--- src/rtl/sat_counter.sv ---
// sat_counter: saturating up-counter with synchronous clear and increment enable
module sat_counter #(
    parameter int ERR_W = 8
) (
    input  logic             clk,
    input  logic             clr,
    input  logic             inc,
    output logic [ERR_W-1:0] cnt
);

    // Clear wins; otherwise count up and hold once all-ones is reached.
    always_ff @(posedge clk) begin
        if (clr)
            cnt <= '0;
        else if (inc && cnt != '1)
            cnt <= cnt + 1'b1;
    end

endmodule

--- config.mk ---
export PLATFORM = sky130hd
export DESIGN_NAME = sat_counter
export DESIGN_NICKNAME = d
export VERILOG_FILES = /design/src/rtl/sat_counter.sv
export SDC_FILE = /design/constraint.sdc
export NUM_CORES = 1
export LEC_CHECK = 0
export CAP_MARGIN = 20
export CORE_AREA = 2 2 39 41
export DETAILED_ROUTE_END_ITERATION = 7
export DIE_AREA = 0 0 41 43
export GPL_ROUTABILITY_DRIVEN = 0
export HOLD_SLACK_MARGIN = 0.02
export MAX_ROUTING_LAYER = met4
export PLACE_DENSITY = 0.69
export SLEW_MARGIN = 10
export SYNTH_ARGS = -nofsm -noshare
export SYNTH_HDL_FRONTEND = slang
export SYNTH_SLANG_ARGS = --single-unit
--- constraint.sdc ---
create_clock -name clk -period 3.3 [get_ports clk]
set_input_delay 0.495 -clock clk [delete_from_list [all_inputs] [get_ports clk]]
set_output_delay 0.495 -clock clk [all_outputs]
set_load 0.005 [all_outputs]
==> results.sh, run 1 <==
export IMPL_finalSetupTns_ns=0
export IMPL_wl_um=944
export IMPL_grt_pass1_vias=327
export IMPL_first_pass_iters=4
export IMPL_rows=14
export IMPL_cts_buffers=3
export IMPL_finalCriticalPeriod_ns=1.75
export IMPL_antenna_found_initial=0
export IMPL_p_leak_nw=0.200
export IMPL_ir_worst_vdd_mv=0.125
export IMPL_max_slew_margin_pct=79.7
export IMPL_clk_pin_slew_ns=0.06
export IMPL_postLayoutSetupSlackWorst_ns=1.55
export IMPL_seq_area_frac_synth_pct=37.2
export IMPL_design_area_um2=562
export IMPL_hold_end="cnt[1]$_SDFFE_PP0P_"
export IMPL_cts_max_path_buffers=2
export IMPL_ant_nets=0
export IMPL_die_x_um=41
export IMPL_cp_max_fo=8
export IMPL_ys_warn_count=0
export IMPL_grt_max_degree=9
export IMPL_path_cells="clkdlybuf4s50_1"
export IMPL_cp_arrival_ns=1.26
export IMPL_regMostFlops="cnt"
export IMPL_grt_usage_pct=12.8
export IMPL_slew_viol_final=0
export IMPL_die_h_um=43
export IMPL_cp_required_ns=2.80
export IMPL_r2r_slack_ns=1.86
export IMPL_powerDensity_nw_per_um2=358
export IMPL_end_kind="primary output"
export IMPL_placed_cells=71
export IMPL_cts_resized=0
export IMPL_placed_area_um2=539
export IMPL_grt_overflow=0
export IMPL_synth_distinct_cells=25
export IMPL_max_cap_violations=0
export IMPL_synth_seq_cells=8
export IMPL_rr_startpoint="cnt[0]$_SDFFE_PP0P_"
export IMPL_wire_per_inst_um=12.8
export IMPL_status="completed"
export IMPL_period_share_pct=53.0
export IMPL_clock_sinks=8
export IMPL_yosysTopAreaCell="dfxtp_1"
export IMPL_fin_nets=64
export IMPL_remaining_drc_errors=0
export IMPL_post_place_ws_ns=1.50
export IMPL_synth_nets=50
export IMPL_io_pins=11
export IMPL_core_um2=1380
export IMPL_synth_top_area_share_pct=37.2
export IMPL_cpMaxStageDelayCell="clkdlybuf4s50_1"
export IMPL_rr_worst_depth=4
export IMPL_post_drt_via_cell_ratio=5.45
export IMPL_fmax_mhz=571
export IMPL_synthCells=46
export IMPL_largest_reg_flops=8
export IMPL_cp_top_family="buffers and inverters"
export IMPL_hold_class="flop to flop"
export IMPL_grt_pass1_wl_mm=1.42
export IMPL_tightest_slew_ns=0.304
export IMPL_clk_latency_ns=0.26
export IMPL_start_kind="flop"
export IMPL_htreeDepth=1
export IMPL_hold_depth=2
export IMPL_rsz0062_at_grt="false"
export IMPL_critical_path_max_stage_delay_ns=0.55
export IMPL_utilization_pct=40.6
export IMPL_antenna_cells=0
export IMPL_worst_path_buf_inv=1
export IMPL_clockRootBuffer="clkbuf_4"
export IMPL_cts_tree="yes"
export IMPL_fin_cells=74
export IMPL_syn2layout_area_growth_pct=30.5
export IMPL_avgSynthCellArea_um2=9.36
export IMPL_netlist_area_um2=430
export IMPL_port_buffers=10
export IMPL_hold_violations=0
export IMPL_finClkSkew_ns=0.00439
export IMPL_crit_start="cnt[3]$_SDFFE_PP0P_"
export IMPL_drive_gt1_share_pct=13.8
export IMPL_worstSetupPathType="flop to primary output"
export IMPL_ys_top_cells_by_area="dfxtp_1 37%, a21oi_1 5.8%, a21boi_4 4.4%"
export IMPL_worstSetupPathDepth=1
export IMPL_top_regs="cnt x8"
export IMPL_min_from="cnt[1]$_SDFFE_PP0P_"
export IMPL_n_fill_cell=146
export IMPL_post_cts_buffers=0
export IMPL_post_dp_hpwl_um=689
export IMPL_hold_buffers=0
export IMPL_drtIter0Drc=5
export IMPL_worst_r2r_endpoint="cnt[0]$_SDFFE_PP0P_"
export IMPL_dieArea_um2=1760
export IMPL_start_util_pct=31.1
export IMPL_setup_violations=0
export IMPL_via_count=403
placed cells by master (no fill, tap or decap), types with 2 or more instances in the layout:
master	count
nand3_1	2
a21oi_1	5
clkdlybuf4s50_1	10
o21bai_1	2
and4_1	2
a211oi_1	2
nand2_1	5
nor3_1	2
dfxtp_1	8
clkbuf_4	3
nand4_1	2
power breakdown:
group	switching, mW	internal, mW	total (mW)
Sequential	0.00336	0.0991	0.102
Combinational	0.00763	0.0115	0.0191
Clock	0.0375	0.0419	0.0794
Total	0.0485	0.152	0.201
cell type report:
cell class                 count  area (µm²)  area share [%]
timing repair buffer          10         100            17.8
sequential                     8         160            28.5
multi-input combinational     36         255            45.4
inverter                       1        3.75           0.668
tap                           16        20.0            3.56
clock buffer                   3        22.5            4.01
through the flow:
step	power (mW)	hold WS (ns)
finish	0.201	0.518
CTS	0.204	0.520
global placement	0.123	0.500
global route	0.211	0.549
detailed placement	0.124	0.510
floorplan	0.113	0.488
worst max-delay path by stage:
stage	slack (ns)	endpoint
global placement	1.54	cnt[0]$_SDFFE_PP0P_
floorplan	1.93	cnt[0]$_SDFFE_PP0P_
CTS	1.54	cnt[3]
global route	1.49	cnt[3]
finish	1.55	cnt[3]
detailed placement	1.50	cnt[3]$_SDFFE_PP0P_
synth_stat cells:
library cell,n
a211oi_1,2
o21ai_1,1
a21boi_4,1
inv_1,1
mux2_4,1
and3_4,1
o21bai_1,2
a31oi_1,1
nand2b_1,1
o311a_1,1
nor2_1,1
mux2i_1,1
nor3_1,2
a21oi_1,5
or3_2,1
nand4_1,2
dfxtp_1,8
ha_1,1
a311oi_1,1
and4_1,2
nand2_1,5
buf_6,1
and2b_2,1
nand3_1,2
a21boi_0,1
routing by layer:
metal	GRT usage [%]	share of wire, %	vias up
met5	-	0	-
met1	16.1	49	188
li1	-	-	201
met2	15.6	45	10
met4	10.0	2.6	0
met3	4.71	3.5	4
kinds of logic after synthesis:
family	after synthesis	synth area share (%)
muxes	2	5.81
DFF	8	37.2
buffers and inverters	2	3.49
AOI/OAI and AO/OA	15	25.9
and+or+nand+nor	18	24.7
adders and majority gates	1	2.91
worst min-delay path, delay by kind of cell (launching register included):
kind / cells / cell delay (ns)
mux: 1 / 0.05
flops: 1 / 0.35
simple gates: 1 / 0.07
Note: power is estimated with default switching activity, not from simulation.
==> run 2: changes to the inputs <==
--- a/config.mk
+++ b/config.mk
@@ -12,7 +12,7 @@
 export GPL_ROUTABILITY_DRIVEN = 0
 export HOLD_SLACK_MARGIN = 0.02
 export MAX_ROUTING_LAYER = met4
-export PLACE_DENSITY = 0.69
+export PLACE_DENSITY = 0.71
 export SLEW_MARGIN = 10
 export SYNTH_ARGS = -nofsm -noshare
 export SYNTH_HDL_FRONTEND = slang
==> constraint.sdc (replaced) <==
create_clock -name clk -period 1.6 [get_ports clk]
set_input_delay 0.24 -clock clk [delete_from_list [all_inputs] [get_ports clk]]
set_output_delay 0.24 -clock clk [all_outputs]
set_load 0.005 [all_outputs]
==> run 2 against run 1 <==
Compared with the run above: sequential share of layout area decreased by 0.74 points; critical path depth is the same; combinational power up 130%; power increased by 100%; via count increased by 3.5%; register-to-register slack got worse by 1.7 ns; first-iteration DRC count rose to 3.0 times the previous value; global-route usage is 1.7 points higher; wire length rose by 2.0%; cell area is 2.7% higher; sequential power rose by 110%; setup slack worse by 1.5 ns; critical endpoint is now cnt[7].
==> results.sh, run 2 (synthesized netlist as in run 1, its figures left out) <==
export IMPL_core_um2=1380
export IMPL_end_kind="primary output"
export IMPL_top_regs="cnt x8"
export IMPL_period_share_pct=93.8
export IMPL_post_drt_via_cell_ratio=5.49
export IMPL_port_buffers=10
export IMPL_clock_sinks=8
export IMPL_fin_cells=76
export IMPL_worst_path_buf_inv=1
export IMPL_max_cap_violations=0
export IMPL_layout_common_cells="10 x clkdlybuf4s50_1, 8 x dfxtp_1, 5 x a21oi_1, 5 x nand2_1, 3 x clkbuf_4"
export IMPL_max_slew_margin_pct=82.0
export IMPL_cp_required_ns=1.36
export IMPL_finalSetupTns_ns=0
export IMPL_fmax_mhz=666
export IMPL_grt_pass1_wl_mm=1.58
export IMPL_wire_per_inst_um=12.7
export IMPL_fin_nets=66
export IMPL_finClkSkew_ns=0.00915
export IMPL_wl_um=963
export IMPL_cts_tree="yes"
export IMPL_die_x_um=41
export IMPL_n_fill_cell=139
export IMPL_grt_usage_pct=14.4
export IMPL_antenna_found_initial=0
export IMPL_via_count=417
export IMPL_remaining_drc_errors=0
export IMPL_rsz0062_at_grt="false"
export IMPL_critical_path_max_stage_delay_ns=0.55
export IMPL_cp_top_family="buffers and inverters"
export IMPL_slew_viol_final=0
export IMPL_grt_pass1_vias=354
export IMPL_post_cts_buffers=0
export IMPL_drtIter0Drc=15
export IMPL_rows=14
export IMPL_p_leak_nw=0.210
export IMPL_syn2layout_area_growth_pct=34.0
export IMPL_setup_violations=0
export IMPL_layout_commonest_cell="clkdlybuf4s50_1"
export IMPL_grt_overflow=0
export IMPL_ir_worst_vdd_mv=0.295
export IMPL_placed_cells=73
export IMPL_path_cells="clkdlybuf4s50_1"
export IMPL_cpMaxStageDelayCell="clkdlybuf4s50_1"
export IMPL_power_mw=0.412
export IMPL_largest_reg_flops=8
export IMPL_start_util_pct=31.1
export IMPL_status="completed"
export IMPL_clk_latency_ns=0.26
export IMPL_dieArea_um2=1760
export IMPL_hold_violations=0
export IMPL_drive_gt1_share_pct=16.7
export IMPL_regArea_um2=160
export IMPL_cts_resized=0
export IMPL_first_pass_iters=4
export IMPL_grt_max_degree=9
export IMPL_tightest_slew_ns=0.269
export IMPL_start_kind="flop"
export IMPL_multi_input_area_um2=255
export IMPL_powerDensity_nw_per_um2=714
export IMPL_post_dp_hpwl_um=693
export IMPL_ant_nets=0
export IMPL_cp_max_fo=7
export IMPL_clk_pin_slew_ns=0.06
export IMPL_hold_class="flop to flop"
export IMPL_clockRootBuffer="clkbuf_4"
export IMPL_die_h_um=43
export IMPL_finalCriticalPeriod_ns=1.50
export IMPL_cts_buffers=3
export IMPL_cts_max_path_buffers=2
export IMPL_cp_arrival_ns=1.26
export IMPL_regMostFlops="cnt"
export IMPL_worstSetupPathType="flop to primary output"
export IMPL_io_pins=11
export IMPL_antenna_cells=0
export IMPL_htreeDepth=1
export IMPL_hold_buffers=0
==> run 2: cell count changes in the layout (fill, tap and decap cells not counted) <==
cell | before | now
buf_4 | 0 | 2
==> run 2: cell type report <==
| class | count | share of cell area, % |
|---|---|---|
| multi-input combinational | 36 | 44.3 |
| timing repair buffer | 12 | 20.0 |
| clock buffer | 3 | 3.90 |
| tap | 16 | 3.47 |
| sequential | 8 | 27.8 |
| inverter | 1 | 0.651 |
==> run 2: path summary, 6_finish.rpt <==
kind / startpoint / to / slack, ns / cells after the start
worst min-delay path: cnt[5]$_SDFFE_PP0P_ / cnt[5]$_SDFFE_PP0P_ / 0.51 / 1
worst min register to register: cnt[5]$_SDFFE_PP0P_ / cnt[5]$_SDFFE_PP0P_ / 0.51 / 1
worst max register to register: cnt[0]$_SDFFE_PP0P_ / cnt[0]$_SDFFE_PP0P_ / 0.16 / 4
worst max-delay path: cnt[7]$_SDFFE_PP0P_ / cnt[7] / 0.1 / 1
==> run 2: worst register-to-register path: cells and delay by family, from the launching register on <==
| kind | cells | cell delay (ns) |
|---|---|---|
| AOI/OAI and AO/OA | 1 | 0.18 |
| adders and majority gates | 1 | 0.27 |
| muxes | 1 | 0.31 |
| and+or+nand+nor | 1 | 0.22 |
| DFF | 1 | 0.35 |
==> run 2: metrics by stage <==
stage / utilization (%) / instance area (µm²) / hold slack, ns / setup WS [ns]
6_report: 41.7 / 577 / 0.513 / 0.0987
5_1_grt: 41.7 / 577 / 0.537 / 0.0470
4_1_cts: 41.7 / 577 / 0.518 / 0.0999
3_5_place_dp: 40.1 / 554 / 0.506 / 0.0567
3_3_place_gp: 40.1 / 554 / 0.495 / 0.0933
2_1_floorplan: - / 430 / 0.312 / 0.234
==> run 2: routing by layer <==
metal / global-route usage (%) / share of wire [%] / vias up
met2: 17.2 / 43 / 14
met3: 4.71 / 5.6 / 4
met1: 17.8 / 48 / 193
met4: 14.0 / 3.1 / 0
met5: - / 0 / -
li1: - / - / 206
==> run 2: where the power goes <==
group	total (mW)	internal, mW	switching, mW
sequential	0.212	0.205	0.00711
clock	0.156	0.0860	0.0705
combinational	0.0435	0.0269	0.0166
total	0.412	0.317	0.0942
==> run 3: changes to the inputs <==
--- a/config.mk
+++ b/config.mk
@@ -5,7 +5,6 @@
 export SDC_FILE = /design/constraint.sdc
 export NUM_CORES = 1
 export LEC_CHECK = 0
-export CAP_MARGIN = 20
 export CORE_AREA = 2 2 39 41
 export DETAILED_ROUTE_END_ITERATION = 7
 export DIE_AREA = 0 0 41 43
==> results of run 3 <==
The final DEF is identical to that of run 2; final timing and power are the same.
